### src/rtl/ifu_fetch_queue.sv
// Instruction fetch front end: PC generation, pipelined read-address issue and a fetch queue.
// Define IFU_FQ_SBP_EN to enable static branch prediction on instructions entering the queue.
module ifu_fetch_queue #(
    parameter int unsigned       ADDR_W   = 32,
    parameter int unsigned       DATA_W   = 32,
    parameter int unsigned       FQ_DEPTH = 4,
    parameter int unsigned       MAX_OUTS = 2,
    parameter logic [ADDR_W-1:0] RESET_PC = 32'h8000_0000
) (
    input  logic                      clk,
    input  logic                      rst,
    input  logic                      jump_flag_i,
    input  logic [ADDR_W-1:0]         jump_addr_i,
    input  logic                      stall_pc_i,
    output logic                      ar_valid_o,
    output logic [ADDR_W-1:0]         ar_addr_o,
    input  logic                      ar_ready_i,
    input  logic                      r_valid_i,
    input  logic [DATA_W-1:0]         r_data_i,
    output logic                      r_ready_o,
    output logic [DATA_W-1:0]         inst_o,
    output logic [ADDR_W-1:0]         inst_addr_o,
    output logic                      inst_valid_o,
    input  logic                      inst_ready_i,
    output logic                      pred_taken_o,
    output logic [$clog2(FQ_DEPTH):0] fq_count_o
);

    localparam int unsigned PW = $clog2(FQ_DEPTH);
    localparam int unsigned CW = PW + 1;
    localparam int unsigned OW = (MAX_OUTS > 1) ? $clog2(MAX_OUTS) : 1;

    logic [ADDR_W-1:0] pc_q, pc_d, ar_addr_q, ar_addr_d;
    logic              ar_valid_q, ar_valid_d, stale_q, stale_d;
    logic [CW-1:0]     outs_q, outs_d, drop_q, drop_d, count_q, count_d;
    logic [PW-1:0]     wr_ptr_q, wr_ptr_d, rd_ptr_q, rd_ptr_d;
    logic [OW-1:0]     if_wr_q, if_wr_d, if_rd_q, if_rd_d;
    logic [ADDR_W-1:0] if_addr_q [MAX_OUTS];
    logic [DATA_W-1:0] fq_data_q [FQ_DEPTH];
    logic [ADDR_W-1:0] fq_addr_q [FQ_DEPTH];
    logic              fq_pred_q [FQ_DEPTH];

    logic              accept, resp, push, pop, credit, redirect, pred_taken;
    logic [ADDR_W-1:0] resp_addr, pred_target;
    logic [CW:0]       inflight_sum;

    assign accept    = ar_valid_q & ar_ready_i;
    assign resp      = r_valid_i;
    assign resp_addr = if_addr_q[if_rd_q];
    assign push      = resp & (drop_q == '0) & ~jump_flag_i;
    assign pop       = inst_ready_i & (count_q != '0) & ~jump_flag_i;
    assign redirect  = push & pred_taken & ~jump_flag_i;

`ifdef IFU_FQ_SBP_EN
    logic [20:0] imm_j;
    logic [12:0] imm_b;
    logic        is_jal, is_bneg;

    assign imm_j = {r_data_i[31], r_data_i[19:12], r_data_i[20], r_data_i[30:21], 1'b0};
    assign imm_b = {r_data_i[31], r_data_i[7], r_data_i[30:25], r_data_i[11:8], 1'b0};
    assign is_jal = (r_data_i[6:0] == 7'b1101111);
    // Backward branches are predicted taken (loop heuristic).
    assign is_bneg = (r_data_i[6:0] == 7'b1100011) & r_data_i[31];
    assign pred_taken = is_jal | is_bneg;
    assign pred_target = resp_addr + (is_jal ? {{(ADDR_W-21){imm_j[20]}}, imm_j}
                                             : {{(ADDR_W-13){imm_b[12]}}, imm_b});
`else
    assign pred_taken  = 1'b0;
    assign pred_target = '0;
`endif

    always_comb begin
        outs_d = outs_q;
        if (accept) outs_d = outs_d + CW'(1);
        if (resp)   outs_d = outs_d - CW'(1);

        count_d  = count_q;
        wr_ptr_d = wr_ptr_q;
        rd_ptr_d = rd_ptr_q;
        if (jump_flag_i) begin
            count_d  = '0;
            wr_ptr_d = '0;
            rd_ptr_d = '0;
        end else begin
            if (push) begin
                wr_ptr_d = wr_ptr_q + PW'(1);
                count_d  = count_d + CW'(1);
            end
            if (pop) begin
                rd_ptr_d = rd_ptr_q + PW'(1);
                count_d  = count_d - CW'(1);
            end
        end

        if_wr_d = if_wr_q;
        if_rd_d = if_rd_q;
        if (accept) if_wr_d = (if_wr_q == OW'(MAX_OUTS - 1)) ? '0 : if_wr_q + OW'(1);
        if (resp)   if_rd_d = (if_rd_q == OW'(MAX_OUTS - 1)) ? '0 : if_rd_q + OW'(1);

        // A redirect owes every response still outstanding after this cycle.
        drop_d = drop_q;
        if (resp && drop_q != '0)    drop_d = drop_d - CW'(1);
        if (accept && stale_q)       drop_d = drop_d + CW'(1);
        if (jump_flag_i || redirect) drop_d = outs_d;

        stale_d = stale_q;
        if (accept) stale_d = 1'b0;
        if ((jump_flag_i || redirect) && ar_valid_q && !ar_ready_i) stale_d = 1'b1;

        pc_d = pc_q;
        if (accept && !stale_q) pc_d = pc_q + ADDR_W'(4);
        if (redirect)           pc_d = pred_target;
        if (jump_flag_i)        pc_d = jump_addr_i;

        inflight_sum = {1'b0, outs_d} + {1'b0, count_d};
        credit = (outs_d < CW'(MAX_OUTS)) && (inflight_sum < (CW+1)'(FQ_DEPTH)) &&
                 !stall_pc_i && !jump_flag_i;

        ar_valid_d = 1'b0;
        ar_addr_d  = ar_addr_q;
        if (ar_valid_q && !ar_ready_i) begin
            ar_valid_d = 1'b1;
        end else if (credit) begin
            ar_valid_d = 1'b1;
            ar_addr_d  = pc_d;
        end
    end

    always_ff @(posedge clk or posedge rst) begin
        if (rst) begin
            pc_q       <= RESET_PC;
            ar_addr_q  <= RESET_PC;
            ar_valid_q <= 1'b0;
            stale_q    <= 1'b0;
            outs_q     <= '0;
            drop_q     <= '0;
            count_q    <= '0;
            wr_ptr_q   <= '0;
            rd_ptr_q   <= '0;
            if_wr_q    <= '0;
            if_rd_q    <= '0;
            for (int i = 0; i < int'(MAX_OUTS); i++) if_addr_q[i] <= '0;
            for (int i = 0; i < int'(FQ_DEPTH); i++) begin
                fq_data_q[i] <= '0;
                fq_addr_q[i] <= '0;
                fq_pred_q[i] <= 1'b0;
            end
        end else begin
            pc_q       <= pc_d;
            ar_addr_q  <= ar_addr_d;
            ar_valid_q <= ar_valid_d;
            stale_q    <= stale_d;
            outs_q     <= outs_d;
            drop_q     <= drop_d;
            count_q    <= count_d;
            wr_ptr_q   <= wr_ptr_d;
            rd_ptr_q   <= rd_ptr_d;
            if_wr_q    <= if_wr_d;
            if_rd_q    <= if_rd_d;
            if (accept) if_addr_q[if_wr_q] <= ar_addr_q;
            if (push) begin
                fq_data_q[wr_ptr_q] <= r_data_i;
                fq_addr_q[wr_ptr_q] <= resp_addr;
                fq_pred_q[wr_ptr_q] <= pred_taken;
            end
        end
    end

    assign ar_valid_o   = ar_valid_q;
    assign ar_addr_o    = ar_addr_q;
    assign r_ready_o    = 1'b1;
    assign inst_o       = fq_data_q[rd_ptr_q];
    assign inst_addr_o  = fq_addr_q[rd_ptr_q];
    assign inst_valid_o = (count_q != '0);
    assign pred_taken_o = fq_pred_q[rd_ptr_q] & inst_valid_o;
    assign fq_count_o   = count_q;

    // The credit check must make a push into a full queue unreachable.
    assert property (@(posedge clk) disable iff (rst) push |-> (count_q < CW'(FQ_DEPTH)))
        else $error("fetch queue push while full");

endmodule

### config.mk
export PLATFORM = sky130hd
export DESIGN_NAME = ifu_fetch_queue
export DESIGN_NICKNAME = d
export VERILOG_FILES = /design/src/rtl/ifu_fetch_queue.sv
export SDC_FILE = /design/constraint.sdc
export NUM_CORES = 1
export LEC_CHECK = 0
export ABC_AREA = 1
export BUFFER_PORTS_ARGS = -buffer_cell sky130_fd_sc_hd__buf_2
export CAP_MARGIN = 0
export CORE_ASPECT_RATIO = 1.25
export CORE_UTILIZATION = 40
export DETAILED_ROUTE_END_ITERATION = 6
export SLEW_MARGIN = 20
export SYNTH_ARGS = -nofsm -noshare
export SYNTH_HDL_FRONTEND = slang
export SYNTH_SLANG_ARGS = --single-unit
### constraint.sdc
create_clock -name clk -period 25.9 [get_ports clk]
set_input_delay 5.18 -clock clk [delete_from_list [all_inputs] [get_ports clk]]
set_output_delay 5.18 -clock clk [all_outputs]
set_load 0.005 [all_outputs]
==> results.tsv, run 1 <==
metric	value	unit
status	complete, but fails checks	
failing checks	design-rule violations	
Max Clk Rate	118	MHz
Lkg Pwr	11.1	nW
routed wl met3	2840	um
crit path buf inv count	3	
Filler cells	4411	
commonest non-fill, non-tap cells in the layout	nand2_1, dfrtp_1, o21ai_0, buf_2, nor2_1	
initial antenna violation count	1	
Syn Area/Cell	8.22	sq um
skew final	0.0180	ns
nets	2425	
Critical Path RT	20.72	ns
Synth Net Count	2316	
Post-Route WL	48200	um
WL met2	22400	um
Residual DRC	28	
Synth Instances	2230	
ys async rst share	1.00	
Main synth FF type	dfrtp_1	
max_slew headroom	0.247	
Critical Path Max Stage Delay	0.77	ns
TritonRoute pass-1 iters	7	
Core Util, Final	0.464	
vias per cell	5.06	
fin crit period	8.45	ns
# IOs	174	
area delta synth->final	14.3	%
Chip Height	241	um
Critical Path Start Type	flop	
fraction of layout instances using a drive strength above 1	0.135	
WL met1	21900	um
Initial Util	0.406	
worst reg2reg startpoint	drop_q[0]	
Root Buffer	clkbuf_16	
CTS max path bufs	3	
warnings from Yosys	0	
ANT nets after route	0	
cell chain of the critical path	inv_4, buf_4, o21ai_0, a21boi_0, buf_2	
Port Buffers	172	
CTS tree	built	
Clk pin slew, worst setup/hold paths	0.06	ns
Cell Rows	87	
post-synth top area cell	dfrtp_1	
r2r setup slk	22.35	ns
Crit path depth	5	
sequential share of the synthesized area	0.553	
delay-heaviest family, CP	buffers and inverters	
wire length of the first global-routing pass	78900	um
vias	14900	
Setup Crit Path Kind	reg -> out	
H-tree depth	2	
Placement Setup Slack	16.97	ns
Chip Width	193	um
RSZ-0062 raised after global routing	no	
worst hold path class	reg -> reg	
crit end category	primary output	
R2R cell count	18	
CTS Hold Bufs	0	
Initial DRC Count	967	
Worst VDD drop	0.0588	mV
Seq cells post-synth	405	
ranking of synthesized cells by area	dfrtp_1, nand2_1, o21ai_0	
crit path launch	rd_ptr_q[0]	
Post-synth EDFFs	0	
crit-path max FO	76	
# setup viols final	0	
final hold violation count	0	
Cell Area, Synth	18300	sq um
dpl hpwl	29100	um
Yosys top cell area share	0.550	
DR WL/cell	16.3	um
routability congestion estimate	0.820	
CORE AREA	45200	sq um
Pwr Density	101	nW/um^2
Yosys cell types	39	
Max Transition Viols Final	0	
setup ws final	17.45	ns
worst skew pair latency	0.57	ns
max_cap viols	0	
GR Util All Layers	0.211	
clock buffer count from CTS	44	
Slew @ Worst Pin	1.13	ns
CTS sink count	405	
fin crit share	0.326	
aggregate global routing overflow	0	
die area	46700	sq um
top layer used by detailed routing	met4	
post-CTS resize count	0	
leading cell type in the layout, fill and taps excluded	nand2_1	
largest net degree at the start of global routing	134	
Worst path slowest cell	buf_4	
CP Data Arrival Time	3.27	ns
vias in the first global route	14800	
Critical Path Sink	pred_taken_o	
FF-to-FF End	ar_addr_o[13]	
setup repair bufs after CTS	0	
Setup TNS	0	ns
-- metrics by stage --
stage	instance area [sq um]	instances	hold slack, ns	total power [mW]
final	20900	2948	0.472	2.11
after global routing	20900	2947	0.489	2.27
after CTS	20900	2947	0.476	2.14
after detailed placement	19500	2871	0.460	1.52
after global placement	19500	2871	0.454	1.50
after floorplan	18300	2230	0.438	1.26
-- power by group --
part	total, mW	leakage [nW]	internal [mW]	switching, mW
registers	0.889	5.43	0.779	0.110
clock network	0.613	0.705	0.363	0.250
logic	0.609	4.92	0.241	0.367
-- worst min-delay path by stage --
stage	slack [ns]	end	from	cells after the start
6_report	0.47	fq_addr_q[59]	fq_addr_q[59]	2
3_3_place_gp	0.45	pc_q[0]	pc_q[0]	2
5_1_grt	0.49	fq_addr_q[52]	fq_addr_q[52]	2
3_5_place_dp	0.46	fq_addr_q[74]	fq_addr_q[74]	2
2_1_floorplan	0.44	pc_q[0]	pc_q[0]	2
4_1_cts	0.48	fq_addr_q[61]	fq_addr_q[61]	2
-- metal layers --
layer | vias to the layer above | global-route usage
li1 | 7368 | -
met1 | 7120 | 0.279
met2 | 387 | 0.357
met3 | 54 | 0.0388
met4 | 0 | 0.0541
met5 | - | 0
-- logic make-up after synthesis --
kind of cell,after synthesis,share of synthesized area
muxes,32,0.0197
other,1,0.000205
DFF,405,0.553
xor gates and xnor gates,9,0.00430
buffers and inverters,265,0.0584
and+or+nand+nor,1070,0.229
AOI/OAI and AO/OA,433,0.125
adders and majority gates,15,0.0102
-- worst min-delay path: stages (launching register included) --
cell and delay (ns):
dfrtp_1 0.34, nand2_1 0.05, nand2_1 0.05
-- sequential cells by signal, indices dropped and copies added, names as in the netlist --
| name | count |
|---|---|
| fq_pred_q | 4 |
| fq_data_q | 128 |
| ar_valid_o | 1 |
| pc_q | 32 |
| if_addr_q | 64 |
| fq_count_o | 3 |
| outs_q | 3 |
| wr_ptr_q | 2 |
| rd_ptr_q | 2 |
| drop_q | 3 |
| if_rd_q | 1 |
| stale_q | 1 |
| fq_addr_q | 128 |
| if_wr_q | 1 |
| ar_addr_o | 32 |
-- cell type report --
class                           instances  area [sq um]  area share
Sequential cell                       405         10100       0.484
Timing Repair Buffer                  189           988      0.0472
Clock inverter                         14           128     0.00609
Tap cell                              578           723      0.0345
Clock buffer                           62          1280      0.0611
Inverter                              139           537      0.0256
Antenna cell                            1          2.50    0.000119
Multi-Input combinational cell       1560          7140       0.341
-- cell usage after synthesis (3+ instances only) --
library cell / n
or2_2: 3
nor3_1: 7
o21ai_0: 342
xor2_1: 8
ha_1: 15
o21a_1: 4
o22ai_1: 65
nor2_4: 4
nand2_2: 6
nand3_1: 49
clkbuf_1: 85
nand2_1: 817
buf_4: 3
nand4_1: 10
o21ai_1: 4
mux2_2: 32
inv_1: 135
a21oi_1: 6
dfrtp_1: 403
buf_2: 35
nor2_1: 169
o21bai_1: 4
No activity file was read; power rests on OpenSTA's default activity.
==> run 2, diff against run 1 <==
==> constraint.sdc (replaced) <==
create_clock -name clk -period 8.8 [get_ports clk]
set_input_delay 1.76 -clock clk [delete_from_list [all_inputs] [get_ports clk]]
set_output_delay 1.76 -clock clk [all_outputs]
set_load 0.005 [all_outputs]
==> run 2 against run 1 <==
Compared with the run above: worst hold slack got worse by 0.00070 ns; sequential share of layout area decreased by 0.17 points; the flow still finishes with violations (design-rule violations); count of clock-buffer cells in the layout decreased by 6; register-to-register slack got worse by 17 ns; worst setup slack worse by 14 ns; highest routed layer unchanged.
==> results.tsv, run 2 (synthesis gave the netlist of run 1 again) <==
metric	value	unit
status	complete, but fails checks	
failing checks	design-rule violations	
Post-Route WL	48000	um
# setup viols final	0	
Port Buffers	172	
Largest regs	fq_addr_q x128, fq_data_q x128, if_addr_q x64	
Chip Width	193	um
Root Buffer	clkbuf_16	
die area	46700	sq um
# diodes	0	
Residual DRC	14	
setup repair bufs after CTS	0	
leading cell type in the layout, fill and taps excluded	nand2_1	
Initial Util	0.406	
GR Util All Layers	0.210	
fraction of layout instances using a drive strength above 1	0.136	
Initial DRC Count	973	
Max Transition Viols Final	0	
max_slew headroom	0.286	
Critical Path RT	7.04	ns
Max Clk Rate	194	MHz
crit end category	primary output	
Critical Path Start Type	flop	
nets	2423	
initial antenna violation count	0	
Inst Count DP	2870	
Slew @ Worst Pin	1.07	ns
fin crit share	0.585	
fin crit period	5.15	ns
crit path launch	rd_ptr_q[0]	
dpl hpwl	28200	um
Setup Crit Path Kind	reg -> out	
Finished Layout Cells	2945	
CTS tree	built	
clock buffer count from CTS	43	
aggregate global routing overflow	0	
final hold violation count	0	
CTS max path bufs	3	
# IOs	174	
Placement Setup Slack	3.35	ns
area delta synth->final	14.7	%
crit-path max FO	83	
CORE AREA	45200	sq um
vias per cell	5.12	
Worst VDD drop	0.174	mV
TritonRoute pass-1 iters	7	
RSZ-0062 raised after global routing	no	
max_cap viols	0	
Setup TNS	0	ns
CP Data Arrival Time	3.39	ns
Core Util, Final	0.465	
vias	15100	
worst hold path class	reg -> reg	
vias in the first global route	14700	
Filler cells	4457	
post-CTS resize count	0	
Chip Height	241	um
DR WL/cell	16.3	um
Pwr Density	299	nW/um^2
skew final	0.0149	ns
worst reg2reg startpoint	drop_q[0]	
hold wc startpoint	pc_q[1]	
CTS sink count	405	
commonest non-fill, non-tap cells in the layout	nand2_1, dfrtp_1, o21ai_0, buf_2, nor2_1	
H-tree depth	2	
Cell Rows	87	
Clk pin slew, worst setup/hold paths	0.06	ns
wire length of the first global-routing pass	78300	um
setup ws final	3.65	ns
ANT nets after route	0	
routability congestion estimate	0.810	
worst skew pair latency	0.56	ns
Lkg Pwr	11.1	nW
CTS Hold Bufs	0	
largest net degree at the start of global routing	178	
==> run 2: cell count changes in the layout (fill, tap and decap cells not counted), sizes merged <==
cell	delta
buf	-1
clkbuf	-6
bufinv	+3
inv	-2
clkinvlp	+4
diode	-1
==> run 2: cell type report <==
type / instances / area (sq um) / area share
well taps: 578 / 723 / 0.0344
repair buffers: 188 / 1000 / 0.0478
clock inverters: 19 / 231 / 0.0110
clock buffers: 56 / 1240 / 0.0589
flip-flops and latches: 405 / 10100 / 0.483
inverters: 139 / 533 / 0.0254
multi-input cells: 1560 / 7140 / 0.340
==> run 2: power breakdown <==
group	leakage [nW]	switching [mW]	internal [mW]
clock	0.724	0.750	1.14
combinational	4.92	1.06	0.711
sequential	5.43	0.338	2.29
total	11.1	2.15	4.14
==> run 2: path summary, 6_finish.rpt <==
| kind | to | slack, ns | cells past startpoint |
|---|---|---|---|
| setup reg to reg | ar_addr_o[17] | 5.30 | 18 |
| setup / recovery | inst_addr_o[9] | 3.65 | 5 |
| hold reg to reg | pc_q[1] | 0.47 | 2 |
| max in group asynchronous | fq_data_q[29] | 5.59 | 4 |
| hold / removal | pc_q[1] | 0.47 | 2 |
| min in group asynchronous | fq_data_q[121] | 1.18 | 2 |
==> run 2: layer usage <==
layer  up-vias  wire, um  track usage  part of all wire
li1       7361         -            -                 -
met1      7229     21400        0.277              0.45
met2       418     22800        0.357              0.47
met3        73      2610       0.0305             0.054
met4         0      1170       0.0688             0.024
met5         -         0            0                 0
==> run 2: per-stage QoR <==
stage / total power [mW] / hold slack (ns) / area [sq um]
after floorplan: 3.69 / 0.438 / 18300
after global placement: 4.41 / 0.454 / 19500
after detailed placement: 4.45 / 0.460 / 19500
after CTS: 6.37 / 0.475 / 21000
after global routing: 6.73 / 0.489 / 21000
final: 6.28 / 0.471 / 21000
==> run 2: worst max-delay path, cell delays in order, from the launching register on <==
cell	delay, ns
dfrtp_4	0.73
inv_4	0.52
buf_4	0.81
o21ai_0	0.17
o22ai_1	0.32
buf_2	0.18
